--- src/rtl/control_sequencer_if.sv ---
// Control bundle between the hardwired sequencer and the single-bus datapath:
// instruction/handshake inputs to the sequencer and every datapath strobe back.
interface control_sequencer_if;
    logic        start;
    logic        stall;
    logic [31:0] IR;

    logic PCout, Zlowout, MDRout, Cout, BAout, Rout;
    logic MARin, Zin, PCin, MDRin, IRin, Yin, Rin, IncPC;
    logic Gra, Grb, Grc;
    logic Read, Write;
    logic ADD, SUB, AND, OR, SHR, SHL, ROR, ROL, NEG, NOT;
    logic run;
    logic halted;

    modport master (
        input  start, stall, IR,
        output PCout, Zlowout, MDRout, Cout, BAout, Rout,
        output MARin, Zin, PCin, MDRin, IRin, Yin, Rin, IncPC,
        output Gra, Grb, Grc,
        output Read, Write,
        output ADD, SUB, AND, OR, SHR, SHL, ROR, ROL, NEG, NOT,
        output run, halted
    );

    modport slave (
        output start, stall, IR,
        input  PCout, Zlowout, MDRout, Cout, BAout, Rout,
        input  MARin, Zin, PCin, MDRin, IRin, Yin, Rin, IncPC,
        input  Gra, Grb, Grc,
        input  Read, Write,
        input  ADD, SUB, AND, OR, SHR, SHL, ROR, ROL, NEG, NOT,
        input  run, halted
    );
endinterface

--- src/rtl/control_sequencer.sv ---
// Hardwired Moore sequencer: walks IDLE -> T0..T7 -> T0 per instruction, decoding
// the live IR opcode from T3 on; strobes are a pure function of state and IR, gated by stall.
module control_sequencer #(
    parameter int OPC_W = 5
) (
    input  logic                 clk,
    input  logic                 clear,
    control_sequencer_if.master  bus
);

    localparam logic [OPC_W-1:0] OP_LD   = OPC_W'(5'b00000);
    localparam logic [OPC_W-1:0] OP_LDI  = OPC_W'(5'b00001);
    localparam logic [OPC_W-1:0] OP_ST   = OPC_W'(5'b00010);
    localparam logic [OPC_W-1:0] OP_ADD  = OPC_W'(5'b00011);
    localparam logic [OPC_W-1:0] OP_SUB  = OPC_W'(5'b00100);
    localparam logic [OPC_W-1:0] OP_AND  = OPC_W'(5'b00101);
    localparam logic [OPC_W-1:0] OP_OR   = OPC_W'(5'b00110);
    localparam logic [OPC_W-1:0] OP_SHR  = OPC_W'(5'b00111);
    localparam logic [OPC_W-1:0] OP_SHL  = OPC_W'(5'b01000);
    localparam logic [OPC_W-1:0] OP_ROR  = OPC_W'(5'b01001);
    localparam logic [OPC_W-1:0] OP_ROL  = OPC_W'(5'b01010);
    localparam logic [OPC_W-1:0] OP_NEG  = OPC_W'(5'b01110);
    localparam logic [OPC_W-1:0] OP_NOT  = OPC_W'(5'b01111);
    localparam logic [OPC_W-1:0] OP_HALT = OPC_W'(5'b11011);

    typedef enum logic [3:0] {
        S_IDLE, S_T0, S_T1, S_T2, S_T3, S_T4, S_T5, S_T6, S_T7, S_HALT
    } state_t;

    typedef enum logic [2:0] {
        C_LD, C_LDI, C_ST, C_ALU2, C_ALU1, C_STOP
    } cls_t;

    // alu bit order: add, sub, and, or, shr, shl, ror, rol, neg, not
    typedef struct packed {
        logic       pc_drv;
        logic       zlow_drv;
        logic       mdr_drv;
        logic       c_drv;
        logic       ba_drv;
        logic       r_drv;
        logic       mar_en;
        logic       z_en;
        logic       pc_en;
        logic       mdr_en;
        logic       ir_en;
        logic       y_en;
        logic       r_en;
        logic       pc_inc;
        logic       gra;
        logic       grb;
        logic       grc;
        logic       mem_rd;
        logic       mem_wr;
        logic [9:0] alu;
    } strobe_t;

    localparam logic [9:0] ALU_ADD = 10'b10_0000_0000;

    state_t           state;
    cls_t             cls;
    state_t           last_t;
    logic [9:0]       alu_op;
    logic [OPC_W-1:0] opcode;
    strobe_t          dec;
    strobe_t          gated;
    logic             ir_unused;

    assign opcode    = bus.IR[31 -: OPC_W];
    assign ir_unused = ^bus.IR[31-OPC_W:0];

    function automatic state_t succ(input state_t s);
        case (s)
            S_T0:    return S_T1;
            S_T1:    return S_T2;
            S_T2:    return S_T3;
            S_T3:    return S_T4;
            S_T4:    return S_T5;
            S_T5:    return S_T6;
            S_T6:    return S_T7;
            default: return S_T0;
        endcase
    endfunction

    always_comb begin
        cls    = C_STOP;
        alu_op = '0;
        case (opcode)
            OP_LD:   cls = C_LD;
            OP_LDI:  cls = C_LDI;
            OP_ST:   cls = C_ST;
            OP_ADD:  begin cls = C_ALU2; alu_op = 10'b10_0000_0000; end
            OP_SUB:  begin cls = C_ALU2; alu_op = 10'b01_0000_0000; end
            OP_AND:  begin cls = C_ALU2; alu_op = 10'b00_1000_0000; end
            OP_OR:   begin cls = C_ALU2; alu_op = 10'b00_0100_0000; end
            OP_SHR:  begin cls = C_ALU2; alu_op = 10'b00_0010_0000; end
            OP_SHL:  begin cls = C_ALU2; alu_op = 10'b00_0001_0000; end
            OP_ROR:  begin cls = C_ALU2; alu_op = 10'b00_0000_1000; end
            OP_ROL:  begin cls = C_ALU2; alu_op = 10'b00_0000_0100; end
            OP_NEG:  begin cls = C_ALU1; alu_op = 10'b00_0000_0010; end
            OP_NOT:  begin cls = C_ALU1; alu_op = 10'b00_0000_0001; end
            OP_HALT: cls = C_STOP;
            default: cls = C_STOP;
        endcase
    end

    // Final T-state of each instruction class; only consulted from T3 onward
    always_comb begin
        case (cls)
            C_LD, C_ST:     last_t = S_T7;
            C_LDI, C_ALU2:  last_t = S_T5;
            C_ALU1:         last_t = S_T4;
            default:        last_t = S_T3;
        endcase
    end

    always_ff @(posedge clk or negedge clear) begin
        if (!clear) begin
            state <= S_IDLE;
        end else begin
            case (state)
                S_IDLE: if (bus.start && !bus.stall) state <= S_T0;
                S_HALT: state <= S_HALT;
                default: begin
                    if (!bus.stall) begin
                        if (state == S_T3 && cls == C_STOP) state <= S_HALT;
                        else if (state == last_t)           state <= S_T0;
                        else                                state <= succ(state);
                    end
                end
            endcase
        end
    end

    always_comb begin
        dec = '0;
        case (state)
            S_T0: begin
                dec.pc_drv = 1'b1; dec.mar_en = 1'b1; dec.pc_inc = 1'b1; dec.z_en = 1'b1;
            end
            S_T1: begin
                dec.zlow_drv = 1'b1; dec.pc_en = 1'b1; dec.mem_rd = 1'b1; dec.mdr_en = 1'b1;
            end
            S_T2: begin
                dec.mdr_drv = 1'b1; dec.ir_en = 1'b1;
            end
            S_T3: begin
                case (cls)
                    C_LD, C_LDI, C_ST: begin
                        dec.grb = 1'b1; dec.ba_drv = 1'b1; dec.y_en = 1'b1;
                    end
                    C_ALU2: begin
                        dec.grb = 1'b1; dec.r_drv = 1'b1; dec.y_en = 1'b1;
                    end
                    C_ALU1: begin
                        dec.grb = 1'b1; dec.r_drv = 1'b1; dec.alu = alu_op; dec.z_en = 1'b1;
                    end
                    default: ;
                endcase
            end
            S_T4: begin
                case (cls)
                    C_LD, C_LDI, C_ST: begin
                        dec.c_drv = 1'b1; dec.alu = ALU_ADD; dec.z_en = 1'b1;
                    end
                    C_ALU2: begin
                        dec.grc = 1'b1; dec.r_drv = 1'b1; dec.alu = alu_op; dec.z_en = 1'b1;
                    end
                    C_ALU1: begin
                        dec.zlow_drv = 1'b1; dec.gra = 1'b1; dec.r_en = 1'b1;
                    end
                    default: ;
                endcase
            end
            S_T5: begin
                case (cls)
                    C_LD, C_ST: begin
                        dec.zlow_drv = 1'b1; dec.mar_en = 1'b1;
                    end
                    C_LDI, C_ALU2: begin
                        dec.zlow_drv = 1'b1; dec.gra = 1'b1; dec.r_en = 1'b1;
                    end
                    default: ;
                endcase
            end
            S_T6: begin
                case (cls)
                    C_LD: begin
                        dec.mem_rd = 1'b1; dec.mdr_en = 1'b1;
                    end
                    C_ST: begin
                        dec.gra = 1'b1; dec.r_drv = 1'b1; dec.mdr_en = 1'b1;
                    end
                    default: ;
                endcase
            end
            S_T7: begin
                case (cls)
                    C_LD: begin
                        dec.mdr_drv = 1'b1; dec.gra = 1'b1; dec.r_en = 1'b1;
                    end
                    C_ST:    dec.mem_wr = 1'b1;
                    default: ;
                endcase
            end
            default: ;
        endcase
    end

    // Stall blanks every strobe in the same cycle; the state register holds meanwhile
    assign gated = bus.stall ? '0 : dec;

    assign bus.PCout   = gated.pc_drv;
    assign bus.Zlowout = gated.zlow_drv;
    assign bus.MDRout  = gated.mdr_drv;
    assign bus.Cout    = gated.c_drv;
    assign bus.BAout   = gated.ba_drv;
    assign bus.Rout    = gated.r_drv;
    assign bus.MARin   = gated.mar_en;
    assign bus.Zin     = gated.z_en;
    assign bus.PCin    = gated.pc_en;
    assign bus.MDRin   = gated.mdr_en;
    assign bus.IRin    = gated.ir_en;
    assign bus.Yin     = gated.y_en;
    assign bus.Rin     = gated.r_en;
    assign bus.IncPC   = gated.pc_inc;
    assign bus.Gra     = gated.gra;
    assign bus.Grb     = gated.grb;
    assign bus.Grc     = gated.grc;
    assign bus.Read    = gated.mem_rd;
    assign bus.Write   = gated.mem_wr;
    assign bus.ADD     = gated.alu[9];
    assign bus.SUB     = gated.alu[8];
    assign bus.AND     = gated.alu[7];
    assign bus.OR      = gated.alu[6];
    assign bus.SHR     = gated.alu[5];
    assign bus.SHL     = gated.alu[4];
    assign bus.ROR     = gated.alu[3];
    assign bus.ROL     = gated.alu[2];
    assign bus.NEG     = gated.alu[1];
    assign bus.NOT     = gated.alu[0];

    assign bus.run    = (state != S_IDLE) && (state != S_HALT);
    assign bus.halted = (state == S_HALT);

endmodule

--- src/flat_wrapper.sv ---
// flat-port wrapper written by rule: the top's interface ports become plain ports
module control_sequencer_flat 
#(
    parameter int OPC_W = 5
)
  (clk, clear, bus_start, bus_stall, bus_IR, bus_PCout, bus_Zlowout, bus_MDRout, bus_Cout, bus_BAout, bus_Rout, bus_MARin, bus_Zin, bus_PCin, bus_MDRin, bus_IRin, bus_Yin, bus_Rin, bus_IncPC, bus_Gra, bus_Grb, bus_Grc, bus_Read, bus_Write, bus_ADD, bus_SUB, bus_AND, bus_OR, bus_SHR, bus_SHL, bus_ROR, bus_ROL, bus_NEG, bus_NOT, bus_run, bus_halted);
  control_sequencer_if bus_i ();
  input  logic clk;
  input  logic clear;
  input wire logic [$bits(bus_i.start)-1:0] bus_start;
  input wire logic [$bits(bus_i.stall)-1:0] bus_stall;
  input wire logic [$bits(bus_i.IR)-1:0] bus_IR;
  output wire logic [$bits(bus_i.PCout)-1:0] bus_PCout;
  output wire logic [$bits(bus_i.Zlowout)-1:0] bus_Zlowout;
  output wire logic [$bits(bus_i.MDRout)-1:0] bus_MDRout;
  output wire logic [$bits(bus_i.Cout)-1:0] bus_Cout;
  output wire logic [$bits(bus_i.BAout)-1:0] bus_BAout;
  output wire logic [$bits(bus_i.Rout)-1:0] bus_Rout;
  output wire logic [$bits(bus_i.MARin)-1:0] bus_MARin;
  output wire logic [$bits(bus_i.Zin)-1:0] bus_Zin;
  output wire logic [$bits(bus_i.PCin)-1:0] bus_PCin;
  output wire logic [$bits(bus_i.MDRin)-1:0] bus_MDRin;
  output wire logic [$bits(bus_i.IRin)-1:0] bus_IRin;
  output wire logic [$bits(bus_i.Yin)-1:0] bus_Yin;
  output wire logic [$bits(bus_i.Rin)-1:0] bus_Rin;
  output wire logic [$bits(bus_i.IncPC)-1:0] bus_IncPC;
  output wire logic [$bits(bus_i.Gra)-1:0] bus_Gra;
  output wire logic [$bits(bus_i.Grb)-1:0] bus_Grb;
  output wire logic [$bits(bus_i.Grc)-1:0] bus_Grc;
  output wire logic [$bits(bus_i.Read)-1:0] bus_Read;
  output wire logic [$bits(bus_i.Write)-1:0] bus_Write;
  output wire logic [$bits(bus_i.ADD)-1:0] bus_ADD;
  output wire logic [$bits(bus_i.SUB)-1:0] bus_SUB;
  output wire logic [$bits(bus_i.AND)-1:0] bus_AND;
  output wire logic [$bits(bus_i.OR)-1:0] bus_OR;
  output wire logic [$bits(bus_i.SHR)-1:0] bus_SHR;
  output wire logic [$bits(bus_i.SHL)-1:0] bus_SHL;
  output wire logic [$bits(bus_i.ROR)-1:0] bus_ROR;
  output wire logic [$bits(bus_i.ROL)-1:0] bus_ROL;
  output wire logic [$bits(bus_i.NEG)-1:0] bus_NEG;
  output wire logic [$bits(bus_i.NOT)-1:0] bus_NOT;
  output wire logic [$bits(bus_i.run)-1:0] bus_run;
  output wire logic [$bits(bus_i.halted)-1:0] bus_halted;
  assign bus_i.start = bus_start;
  assign bus_i.stall = bus_stall;
  assign bus_i.IR = bus_IR;
  assign bus_PCout = bus_i.PCout;
  assign bus_Zlowout = bus_i.Zlowout;
  assign bus_MDRout = bus_i.MDRout;
  assign bus_Cout = bus_i.Cout;
  assign bus_BAout = bus_i.BAout;
  assign bus_Rout = bus_i.Rout;
  assign bus_MARin = bus_i.MARin;
  assign bus_Zin = bus_i.Zin;
  assign bus_PCin = bus_i.PCin;
  assign bus_MDRin = bus_i.MDRin;
  assign bus_IRin = bus_i.IRin;
  assign bus_Yin = bus_i.Yin;
  assign bus_Rin = bus_i.Rin;
  assign bus_IncPC = bus_i.IncPC;
  assign bus_Gra = bus_i.Gra;
  assign bus_Grb = bus_i.Grb;
  assign bus_Grc = bus_i.Grc;
  assign bus_Read = bus_i.Read;
  assign bus_Write = bus_i.Write;
  assign bus_ADD = bus_i.ADD;
  assign bus_SUB = bus_i.SUB;
  assign bus_AND = bus_i.AND;
  assign bus_OR = bus_i.OR;
  assign bus_SHR = bus_i.SHR;
  assign bus_SHL = bus_i.SHL;
  assign bus_ROR = bus_i.ROR;
  assign bus_ROL = bus_i.ROL;
  assign bus_NEG = bus_i.NEG;
  assign bus_NOT = bus_i.NOT;
  assign bus_run = bus_i.run;
  assign bus_halted = bus_i.halted;
  control_sequencer #(.OPC_W(OPC_W)) u_core (.clk(clk), .clear(clear), .bus(bus_i));
endmodule
--- config.mk ---
export PLATFORM = sky130hd
export DESIGN_NAME = control_sequencer_flat
export DESIGN_NICKNAME = d
export VERILOG_FILES = /design/src/rtl/control_sequencer_if.sv /design/src/rtl/control_sequencer.sv /design/src/flat_wrapper.sv
export SDC_FILE = /design/constraint.sdc
export NUM_CORES = 1
export LEC_CHECK = 0
export CORE_MARGIN = 1.5
export CORE_UTILIZATION = 37
export DETAILED_ROUTE_END_ITERATION = 8
export GPL_TIMING_DRIVEN = 1
export HOLD_SLACK_MARGIN = 0.05
export PLACE_DENSITY = 0.87
export SETUP_SLACK_MARGIN = 0.05
export SYNTH_ARGS = -nofsm -noshare
export SYNTH_HDL_FRONTEND = slang
export SYNTH_SLANG_ARGS = --single-unit
export TNS_END_PERCENT = 30
--- constraint.sdc ---
create_clock -name clk -period 6 [get_ports clk]
set_input_delay 1.8 -clock clk [delete_from_list [all_inputs] [get_ports clk]]
set_output_delay 1.8 -clock clk [all_outputs]
set_load 0.02 [all_outputs]
**Yosys cells after proc, flatten, opt, wreduce, memory -nomap -nowiden**

Cells that the tools add are included.

- Register bits: 4
- Logic and storage cells: 89

- Mux-type cells: 41
- Equality and inequality tests: 30
- Reduce and logical (&&, ||, !) cells: 17

Operators by type and width:

| operator | number |
|---|---|
| one-hot mux 10 bit (10 select lines) | 1 |
| one-hot mux 10 bit (2 select lines) | 2 |
| two-way mux 29 bit | 1 |
| one-hot mux 4 bit (7 select lines) | 1 |
| equality test 5 x 4 -> 1 bit, second input constant | 5 |
| equality test 5 x 3 -> 1 bit, second input constant | 4 |
| two-way mux 1 bit | 19 |
| equality test 4 x 3 -> 1 bit, second input constant | 4 |
| two-way mux 4 bit | 4 |
| one-hot mux 3 bit (5 select lines) | 1 |
| one-hot mux 1 bit (3 select lines) | 4 |
| one-hot mux 4 bit (3 select lines) | 1 |
| equality test 5 x 2 -> 1 bit, second input constant | 2 |
| two-way mux 10 bit | 1 |
| equality test 4 x 2 -> 1 bit, second input constant | 2 |
| equality test 4 bit, second input constant | 2 |
| one-hot mux 1 bit (2 select lines) | 4 |
| one-hot mux 4 bit (2 select lines) | 1 |
| OR reduction 2 bit | 4 |
| OR reduction 8 bit | 1 |
| equality test 3 x 2 -> 1 bit, second input constant | 2 |
| equality test 3 bit, second input constant | 2 |
| equality test 5 x 1 -> 1 bit, second input constant | 1 |
| logical NOT 5 bit | 1 |
| 16 further kinds | 18 |

**Depth between registers and ports, before layout**

- Depth in word-level cells: 11
- Mapped depth: 6
- Gate-level depth less buffers: 5

**Least setup slack after synthesis**

OpenSTA, ideal clock, no wires.

- Kind: input to output
- From: in bus_IR[27]
- To: out bus_BAout
- Buffers on the path: 1
- Setup slack: 1.083 ns
- Data arrival time: 3.117 ns
- Stages: 5
- Cell sequence: buf_4 -> a21o_1 -> a21oi_1 -> nand2_1 -> nor4_1

- Cells in the longest elaborated chain, start to end: 8
- Elaborated cells on any way between the ends: 23
- Classes of those cells: eq/ne: 14; mux: 4; reduce/logical: 5

Ends and longest elaborated chain:

| element | RTL line | text |
|---|---|---|
| start, declared | flat_wrapper.sv:12 | `input wire logic [$bits(bus_i.IR)-1:0] bus_IR;` |
| equality test 5 x 2 -> 1 bit, or another cell as far along | control_sequencer.sv:88 | `case (opcode)` |
| OR reduction 8 bit (no line) / OR reduction 2 bit (equally long branches) | n/a |  |
| one-hot mux 3 bit (5 select lines) (*) | control_sequencer.sv:88 |  |
| equality test 3 x 1 -> 1 bit, or another cell as far along | control_sequencer.sv:148 | `case (cls)` |
| OR reduction 3 bit (*) | n/a |  |
| two-way mux 1 bit (*) | control_sequencer.sv:148 |  |
| two-way mux 1 bit (*) | control_sequencer.sv:137 | `case (state)` |
| two-way mux 29 bit (*) | control_sequencer.sv:211 | `assign gated = bus.stall ? '0 : dec;` |
| end, declared | flat_wrapper.sv:17 | `output wire logic [$bits(bus_i.BAout)-1:0] bus_BAout;` |

Mark *: on every way between the ends. The rest lies on a longest branch, timed or not.

**Worst setup path in the final report**

- From: in bus_IR[29]
- To: out bus_Rout

- Cells in the longest elaborated chain, start to end: 8
- Elaborated cells on any way between the ends: 25
- Classes of those cells: eq/ne: 15; mux: 6; reduce/logical: 4

Ends and longest elaborated chain:

| element | RTL line | text |
|---|---|---|
| equality test 5 x 2 -> 1 bit, or another cell as far along | control_sequencer.sv:88 |  |
| OR reduction 8 bit (no line) / OR reduction 2 bit (equally long branches) | n/a |  |
| one-hot mux 3 bit (5 select lines) (*) | control_sequencer.sv:88 |  |
| equality test 3 bit / equality test 3 x 2 -> 1 bit (equally long branches) | control_sequencer.sv:148, control_sequencer.sv:162 |  |
| OR reduction 2 bit (no line) | n/a |  |
| two-way mux 1 bit | control_sequencer.sv:148 |  |
| one-hot mux 1 bit (3 select lines) (*) | control_sequencer.sv:137 |  |
| two-way mux 29 bit (*) | control_sequencer.sv:211 |  |
| end, declared | flat_wrapper.sv:18 | `output wire logic [$bits(bus_i.Rout)-1:0] bus_Rout;` |

Marked as above.

==> flow_summary_export.csv <==
group,metric,value,unit
synth,netlist_area,896,sq um
timing,min_period_over_period,0.966,
grt,met3_usage,0.0514,
drt,drc,0,
final_layout,largest_reg_flops,4,
grt,grt_pass1_vias,1099,
final_layout,final_cells,205,
synth,syn_inst,141,
drt,first_pass_iters,4,
drt,wl,2.90,mm
power,p_comb_frac,0.671,
synth,syn_avg_cell_area,6.35,sq um
cts,cts_tree,"yes",
power,cellPowerDensity,303,mW/mm^2
timing,setup_violations,0,
timing,setup_tns,0,ns
synth,synthAdderAreaFrac,0,
power,ir_drop,0.297,mV
final_layout,diodes,0,
synth,yosysSeqAreaShare,0.112,
timing,setup_slack,0.202,ns
drt,dr_total_vias,1220,
critical_path,startpoint,"bus_IR[29]",
critical_path,r2r_end,"u_core.state[1]$_DFFE_PN0P_",
worst_hold_path,worstHoldEndpoint,"u_core.state[2]$_DFFE_PN0P_",
place,dp_cells,202,
die,core,0.00225,sq mm
grt,antenna_found_initial,0,
flow_run,drv_cap,0,
place,place_area,0.00130,sq mm
synth,synth-edff-count,0,
critical_path,r2r_slack,4.03,ns
critical_path,crit_required,4.20,ns
die,die_area,0.00273,sq mm
power,p_clk_frac,0.084,
worst_hold_path,whs_path_depth,1,
grt,grt_max_degree,26,
cts,postCtsSetupRepairBufs,0,
worst_hold_path,min-delay-start,"u_core.state[2]$_DFFE_PN0P_",
timing,slew_headroom,0.472,
final_layout,synthToLayoutAreaGrowth,49.2,%
timing,skew,0.00213,ns
timing,slew_violations,0,
grt,globalRoute.totalOverflow,0,
grt,busiest_layer,"met2",
power,switching_share,0.548,
timing,fin_crit,5.80,ns
cts,numCtsBuffers,3,
cts,h-tree-depth,1,
final_layout,stdcell_area,0.00134,sq mm
synth,postSynth.asyncResetShare,1.00,
die,die_width,52.2,microns
final_layout,top_register,"u_core.state",
critical_path,ff2ff_path_depth,5,
grt,grt_usage,0.222,
timing,hold_slack,0.741,ns
cts,cts.sinks,4,
timing,worstMarginPinSlew,0.791,ns
worst_hold_path,holdCritPathClass,"reg2reg",
die,initial_core_util,0.397,
critical_path,start_kind,"input pin",
synth,yosysTopAreaCell,"dfrtp_1",
synth,synth_seq_cells,4,
synth,synth_compound_area_frac,0.279,
critical_path,reg2reg_from,"u_core.state[0]$_DFFE_PN0P_",
synth,synth_top_area_frac,0.112,
place,place.detailed.hpwl,2.11,mm
cts,insertion_delay,0.24,ns
synth,muxShareOfSynthArea,0,
power,p_sw,0.222,mW
final_layout,nets,215,
cts,clockBufferDepth,2,
status,run_status,"completed",
final_layout,reg_top3,"u_core.state: 4 flops",
synth,synth_top_family_by_area,"simple AND/OR/NAND/NOR gates",
drt,postRouteAntennaNets,0,
critical_path,worst_setup_path_end_kind,"primary output",
die,floorplan.io_pins,67,
drt,viasPerCell,5.95,
synth,synth-main-ff-cell,"dfrtp_1",
cts,clk_pin_slew,0.04,ns
critical_path,crit_fanout,10,
place,post-place-ws,0.173,ns
synth,synthSimpleGateAreaFrac,0.486,
power,power,0.405,mW
synth,synthMostInstantiatedCell,"nor2_1",
synth,yosys_warnings,0,
critical_path,critPathArrivalTime,4.00,ns
grt,globalRouteMet2Util,0.369,
synth,synthTopCellsByCount,"nor2_1 (24), nand2_1 (12), nor3_1 (11), a21oi_1 (9), o21ai_0 (8)",
power,p_leak,0.482,nW
grt,grtUsageMet1,0.294,
drt,drt_iter0_drc,51,
drt,wire_per_inst,14.1,microns
grt,grt_pass1_wl,4.74,mm
final_layout,final_util,0.593,
timing,rsz0062_at_grt,"false",
final_layout,drive_gt1_frac,0.119,
place,portBuffers,39,
power,p_int,0.183,mW
place,gp_congestion,0.903,
synth,synth_area_leaders,"dfrtp_1 (11%), nor2_1 (10%), nor3_1 (6.1%), a21oi_1 (5.0%), nand2_1 (5.0%)",
cts,clock_tree.root_cell,"clkbuf_4",
die,die_y,52.2,microns
timing,fmax,0.172,GHz
synth,syn-num-nets,177,
timing,hold_viol,0,
synth,synth_xor_area_frac,0.0196,
power,seqPwrFrac,0.245,
critical_path,path_class,"in2out",
die,rows,17,
synth,ys_types,44,
## final cells by class
type / instances / area (sq um)
fill: 221 / 918
inverter: 4 / 15.0
clock buffer: 3 / 22.5
sequential: 4 / 100
tap: 28 / 35.0
multi-input combinational: 119 / 708
timing repair buffer: 47 / 455
## power by group through the flow
stage	clock network, mW	registers (mW)	logic [mW]
6_report	0.0339	0.0993	0.271
2_1_floorplan	0	0.0469	0.233
3_5_place_dp	0	0.0950	0.267
4_1_cts	0.0344	0.0949	0.269
5_1_grt	0.0373	0.102	0.295
3_3_place_gp	0	0.0925	0.265
## what timing repair did
action	in CTS	in global routing
gates resized for setup	0	3
hold buffers	0	0
setup endpoints to repair	0	6
## how the worst max path moves through the flow
stage	endpoint	slack (ns)	depth (start not counted)
floorplan	bus_BAout	1.08	5
global placement	bus_MDRout	0.20	7
detailed placement	bus_Rout	0.17	7
CTS	bus_Rout	0.16	7
global route	bus_Rout	0.10	8
finish	bus_Rout	0.20	8
## layout by cell type (no fill, tap or decap), types with 2 or more instances in the layout
| master | n |
|---|---|
| nand2b_1 | 6 |
| nor4_1 | 3 |
| nor2_1 | 24 |
| dlymetal6s2s_1 | 2 |
| nand3_1 | 4 |
| a31oi_1 | 3 |
| nor3_1 | 10 |
| nand2_1 | 12 |
| a211oi_1 | 3 |
| nand4b_1 | 3 |
| clkdlybuf4s50_1 | 37 |
| nand4_1 | 2 |
| inv_1 | 4 |
| dfrtp_1 | 4 |
| buf_4 | 8 |
| xnor2_1 | 2 |
| a21oi_1 | 9 |
| o21ai_0 | 8 |
| nor2b_1 | 6 |
| clkbuf_4 | 3 |
## per-layer routing
metal,share of wire,up-vias
met3,0.10,2
met1,0.42,561
li1,-,584
met4,0.0028,0
met5,0,-
met2,0.47,73
## cells by family after synthesis
| logic type | count (synthesis) |
|---|---|
| buf+inv | 18 |
| xor+xnor | 2 |
| compound gates | 36 |
| flops | 4 |
| simple gates | 81 |
## critical path: stages
cell             delay [ns]
clkdlybuf4s50_1        0.48
buf_4                  0.21
a21oi_1                0.20
xnor2_1                0.12
nor2_1                 0.19
nor3_1                 0.08
a211oi_1               0.27
clkdlybuf4s50_1        0.65
Note: power is estimated with default switching activity, not from simulation.
==> RTL edit 1, RTL diff (config.mk and constraints unchanged) <==
`OPC_W` is set to 5 in 2 places; all go to 10.
--- a/src/rtl/control_sequencer.sv
+++ b/src/rtl/control_sequencer.sv
@@ -1,7 +1,7 @@
 // Hardwired Moore sequencer: walks IDLE -> T0..T7 -> T0 per instruction, decoding
 // the live IR opcode from T3 on; strobes are a pure function of state and IR, gated by stall.
 module control_sequencer #(
-    parameter int OPC_W = 5
+    parameter int OPC_W = 10
 ) (
     input  logic                 clk,
     input  logic                 clear,
--- a/src/flat_wrapper.sv
+++ b/src/flat_wrapper.sv
@@ -1,7 +1,7 @@
 // flat-port wrapper written by rule: the top's interface ports become plain ports
 module control_sequencer_flat 
 #(
-    parameter int OPC_W = 5
+    parameter int OPC_W = 10
 )
   (clk, clear, bus_start, bus_stall, bus_IR, bus_PCout, bus_Zlowout, bus_MDRout, bus_Cout, bus_BAout, bus_Rout, bus_MARin, bus_Zin, bus_PCin, bus_MDRin, bus_IRin, bus_Yin, bus_Rin, bus_IncPC, bus_Gra, bus_Grb, bus_Grc, bus_Read, bus_Write, bus_ADD, bus_SUB, bus_AND, bus_OR, bus_SHR, bus_SHL, bus_ROR, bus_ROL, bus_NEG, bus_NOT, bus_run, bus_halted);
   control_sequencer_if bus_i ();
Formal check against the unedited RTL: not equivalent (a bounded check fails within 10 cycles, from zero or initial values).
==> RTL edit 1 against the original RTL <==
Routed wire length rose by 15%. Cell area increased by 13%. Total power is 12% lower. Setup slack got worse by 89 ps. Sequential cell count unchanged. Core utilization rose by 6.8 points. Register-to-register slack better by 240 ps. Global-route usage rose by 2.4 points. Area after synthesis is 1.7% higher.
==> RTL edit 1: results (changes against the original RTL) <==
* Average via count per standard cell at 6.00 (+0.75%)
* Placed Area at 0.00148 sq mm (+13%)
* Routed WL at 3330 microns (+15%)
* GPL Wtd Cong at 0.894 (-1.0%)
* Xor and xnor area share after synthesis at 3.85% (+1.9 points)
* Vias in the first global route at 1,210 (+10%)
* Top post-synthesis cells by area: dfrtp_1 (11%), nor2_1 (11%), nor3_1 (7.7%), nand2_1 (7.0%), clkbuf_1 (5.4%)
* Post-synthesis sequential area ratio at 11.0% (-0.18 points)
* M1 GR Usage at 33.4% (+4.1 points)
* Net Count, Synth at 188 (+6.2%)
* Top cells by count, synth: nor2_1 (26), nand2_1 (17), nor3_1 (14)
* Outcome: finished, final reports clean
* All-Layer GR Usage at 24.6% (+2.4 points)
* PortBufs at 44 (+13%)
* Slowest stage cell, crit path: or4_1
* Syn avg cell area at 5.99 sq um (-5.7%)
* Worst slew pin tran at 598 ps (-193 ps)
* CP Max Fanout at 3 (-7)
* Post-DP HPWL at 2490 microns (+18%)
* Global-route wire length before repair at 5360 microns (+13%)
* Met1 WL at 1340 microns (+9.6%)
* Wire per inst at 14.4 microns (+1.7%)
* Layout cells sized above 1 at 17.6% (+5.8 points)
* Met2 usage at 41.5% (+4.5 points)
* DRT Pass-1 Iters at 6 (+2)
* Compound-Gate Fraction of Synth Area at 22.9% (-5.0 points)
* Fillers at 191 (-14%)
* Leakage power at 0.000651 uW (+35%)
* Clk_skew at 4.80 ps (+2.67 ps)
* Max VDD drop at 0.000266 V (-11%)
* M3 GR Usage at 4.00% (-1.1 points)
* CTS Buf Count at 3 (unchanged)
* Met3 wire length at 354 microns (+18%)
* Top Family by Delay on Critical Path: simple AND/OR/NAND/NOR gates
* Nets at 242 (+13%)
[RTL edit 1: path summary, 6_finish.rpt]
kind / cells after the start / endpoint / slack, ps / from
max: 7 / bus_Rout / 110 / bus_IR[27]
min: 1 / u_core.state[2]$_DFFE_PN0P_ / 800 / u_core.state[2]$_DFFE_PN0P_
max reg2reg: 4 / u_core.state[2]$_DFFE_PN0P_ / 4270 / u_core.state[3]$_DFFE_PN0P_
min reg2reg: 1 / u_core.state[2]$_DFFE_PN0P_ / 800 / u_core.state[2]$_DFFE_PN0P_
max in group asynchronous: 1 / u_core.state[2]$_DFFE_PN0P_ / 4070 / clear
min in group asynchronous: 1 / u_core.state[0]$_DFFE_PN0P_ / 1760 / clear
[RTL edit 1: where the power goes]
part / leakage (uW) / switching, uW / internal (uW)
Sequential: 0.0000476 / 53.8 / 39.1
Clock: 0.0000138 / 12.9 / 22.5
Combinational: 0.000590 / 128 / 100
Total: 0.000651 / 195 / 162
[RTL edit 1: through the flow]
step / util (%) / TNS (ps) / worst slack (ps)
after floorplan: - / 0 / 403
after global placement: 64.8 / -1310 / -256
after detailed placement: 64.8 / -1800 / -269
after CTS: 65.1 / 0 / 55.7
after global routing: 66.1 / 0 / 9.30
final: 66.1 / 0 / 113
[RTL edit 1: repair_timing]
item,CTS,global route
hold buffers,0,0
endpoints found under the setup margin,16,14
gates resized for setup,20,15
pin swaps,0,2
[RTL edit 1: cell type report]
cell class | instances | area (sq um) | area share [%]
Sequential cell | 4 | 100 | 6.66
Multi-Input combinational cell | 128 | 738 | 49.1
Timing Repair Buffer | 66 | 597 | 39.7
Tap cell | 28 | 35.0 | 2.33
Clock buffer | 3 | 22.5 | 1.50
Inverter | 3 | 11.3 | 0.749
==> RTL edit 2, RTL diff (config.mk and constraints unchanged) <==
Without the edit above. Encoding of `state_t`: now Gray code (4 bits for 10 states).
--- a/src/rtl/control_sequencer.sv
+++ b/src/rtl/control_sequencer.sv
@@ -24,7 +24,7 @@
     localparam logic [OPC_W-1:0] OP_HALT = OPC_W'(5'b11011);
 
     typedef enum logic [3:0] {
-        S_IDLE, S_T0, S_T1, S_T2, S_T3, S_T4, S_T5, S_T6, S_T7, S_HALT
+        S_IDLE = 4'b0000, S_T0 = 4'b0001, S_T1 = 4'b0011, S_T2 = 4'b0010, S_T3 = 4'b0110, S_T4 = 4'b0111, S_T5 = 4'b0101, S_T6 = 4'b0100, S_T7 = 4'b1100, S_HALT = 4'b1101
     } state_t;
 
     typedef enum logic [2:0] {
Behaviour: no difference found for any inputs over 10 cycles, from zero or initial values; not proved beyond that.
==> RTL edit 2 against the original RTL <==
Area after synthesis increased by 13%. Total power fell by 8.0%. Cell area rose by 11%. Highest routed layer unchanged. Count of clock-buffer cells in the layout did not move. Die area rose by 12%. Sequential cell count did not move. Routed wire length up 5.5%. Setup slack worse by 51 ps. Hold slack better by 190 ps. Sequential share of layout area decreased by 0.72 points.
==> RTL edit 2: results (changes against the original RTL) <==
* DP Cell Count at 207 (+2.5%)
* Nets at 218 (+1.4%)
* Worst min path class: reg -> reg
* Post-CTS Setup Bufs at 0 (unchanged)
* Clock Path Buffers at 2 (unchanged)
* Clock slew at reported path FFs at 40 ps (about the same)
* Most flops, register: u_core.state
* Worst hold path depth at 2 (+1)
* Routed vias at 1,287 (+5.5%)
* GPL Wtd Cong at 0.871 (-3.6%)
* Leakage power at 0.000672 uW (+40%)
* Diodes inserted at 0 (unchanged)
* Vias in the first global route at 1,113 (+1.3%)
* Largest net degree at the start of global routing at 26 (unchanged)
* Top post-synthesis cells by area: dfrtp_1 (9.9%), nor4_2 (8.7%), nand2b_1 (5.6%), nor2_1 (5.6%), a21oi_1 (5.0%)
* Antenna violations before repair at 0 (unchanged)
* Max-slew violation count at 0 (unchanged)
* Post-synth ARST share at 100% (unchanged)
* Clock latency on the worst-skew pair at 240 ps (about the same)
* Max VDD drop at 0.000320 V (+7.5%)
* Yosys warning total at 0 (unchanged)
* Max H-tree Level at 1 (unchanged)
* CP Max Fanout at 9 (-1)
* Rel. slew slack at 46.6% (-0.63 points)
* Top FF cell, synth: dfrtp_1
* Average via count per standard cell at 6.13 (+3.0%)
* Initial DRC count at 84 (+65%)
* P_int at 170 uW (-6.9%)
* All-Layer GR Usage at 19.7% (-2.5 points)
* Biggest regs: u_core.state (4)
* Synth cell types at 49 (+11%)
* Fillers at 235 (+6.3%)
* Post-DP HPWL at 2220 microns (+5.0%)
* Top cells by count, synth: nor2_1 (15), a21oi_1 (10), nand2_1 (9), nand2b_1 (9)
* DRT Pass-1 Iters at 4 (unchanged)
* Global-route wire length before repair at 5090 microns (+7.4%)
* CTS Root Cell: clkbuf_4
* CTS Buf Count at 3 (unchanged)
* Syn avg cell area at 6.92 sq um (+9.0%)
* Post-synthesis sequential area ratio at 9.90% (-1.3 points)
* Net Count, Synth at 182 (+2.8%)
* Wire per inst at 14.6 microns (+3.0%)
* Clk_skew at 8.66 ps (+6.53 ps)
* PortBufs at 39 (unchanged)
* CP arrival at 4050 ps (+50 ps)
* Reg2Reg Depth at 5 (unchanged)
* Layout cells sized above 1 at 13.3% (+1.5 points)
* Outcome: finished, final reports clean
-- RTL edit 2: cell count changes in the layout (fill, tap and decap cells not counted), sizes merged, moves of 3 or more --
cell | unedited run | this run
nor4 | 4 | 11
nand2 | 13 | 9
clkdlybuf4s50 | 37 | 30
and3 | 1 | 4
dlymetal6s2s | 2 | 8
or3 | 0 | 4
nor2 | 24 | 15
a211oi | 3 | 0
nand2b | 6 | 9
nand3b | 1 | 4
-- RTL edit 2: through the flow --
| step | worst slack, ps | instance area, sq um |
|---|---|---|
| final | 150 | 1480 |
| after global routing | 51.8 | 1480 |
| after CTS | 43.2 | 1450 |
| after detailed placement | 46.4 | 1430 |
| after global placement | 62.7 | 1430 |
| after floorplan | 953 | 1010 |
-- RTL edit 2: power groups by stage --
stage	registers, uW	logic (uW)	clock network (uW)
floorplan	51.5	208	0
global placement	107	214	0
detailed placement	111	218	0
CTS	111	221	34.0
global route	121	241	38.8
finish	115	224	33.2
-- RTL edit 2: final cells by class --
cell class / instances / area [sq um] / area share, %
multi-input cells: 123 / 830 / 56.1
flip-flops and latches: 4 / 100 / 6.77
clock buffers: 3 / 22.5 / 1.52
inverters: 4 / 15.0 / 1.02
repair buffers: 46 / 474 / 32.1
well taps: 30 / 37.5 / 2.54
-- RTL edit 2: kinds of logic (layout without fill, tap and decap cells) --
kind of cell | Yosys count | count (layout) | synth area share, %
compound gates | 34 | 34 | 23.6
xor+xnor | 3 | 3 | 2.60
simple gates | 85 | 85 | 53.8
buf+inv | 19 | 53 | 8.91
mux | 1 | 1 | 1.11
flops | 4 | 4 | 9.90
-- RTL edit 2: final timing paths --
check                                       startpoint                           to  slack [ps]
min in group asynchronous                        clear  u_core.state[0]$_DFFE_PN0P_        1770
hold / removal             u_core.state[3]$_DFFE_PN0P_  u_core.state[2]$_DFFE_PN0P_         940
max in group asynchronous                        clear  u_core.state[1]$_DFFE_PN0P_        4050
hold reg to reg            u_core.state[3]$_DFFE_PN0P_  u_core.state[2]$_DFFE_PN0P_         940
setup reg to reg           u_core.state[1]$_DFFE_PN0P_  u_core.state[1]$_DFFE_PN0P_        4090
setup / recovery                            bus_IR[29]                    bus_MARin         150
-- RTL edit 2: per-layer routing --
layer | part of all wire [%] | track usage [%] | wire length (microns)
met4 | 1.2 | 6.62 | 36
met3 | 11 | 4.45 | 337
met2 | 47 | 30.4 | 1420
met5 | 0 | 0 | 0
met1 | 41 | 26.9 | 1260
-- RTL edit 2: critical path, cell delays in order --
cell and delay, ps:
clkdlybuf4s50_1 490, buf_4 210, nor3_4 230, or4b_1 530, a21oi_1 170, clkdlybuf4s50_1 620
-- RTL edit 2: timing repair --
action,CTS,global route
endpoints found under the hold margin,0,0
hold buffers,0,0
resized for setup,1,9
setup endpoints to repair,2,10
pin swaps,0,0
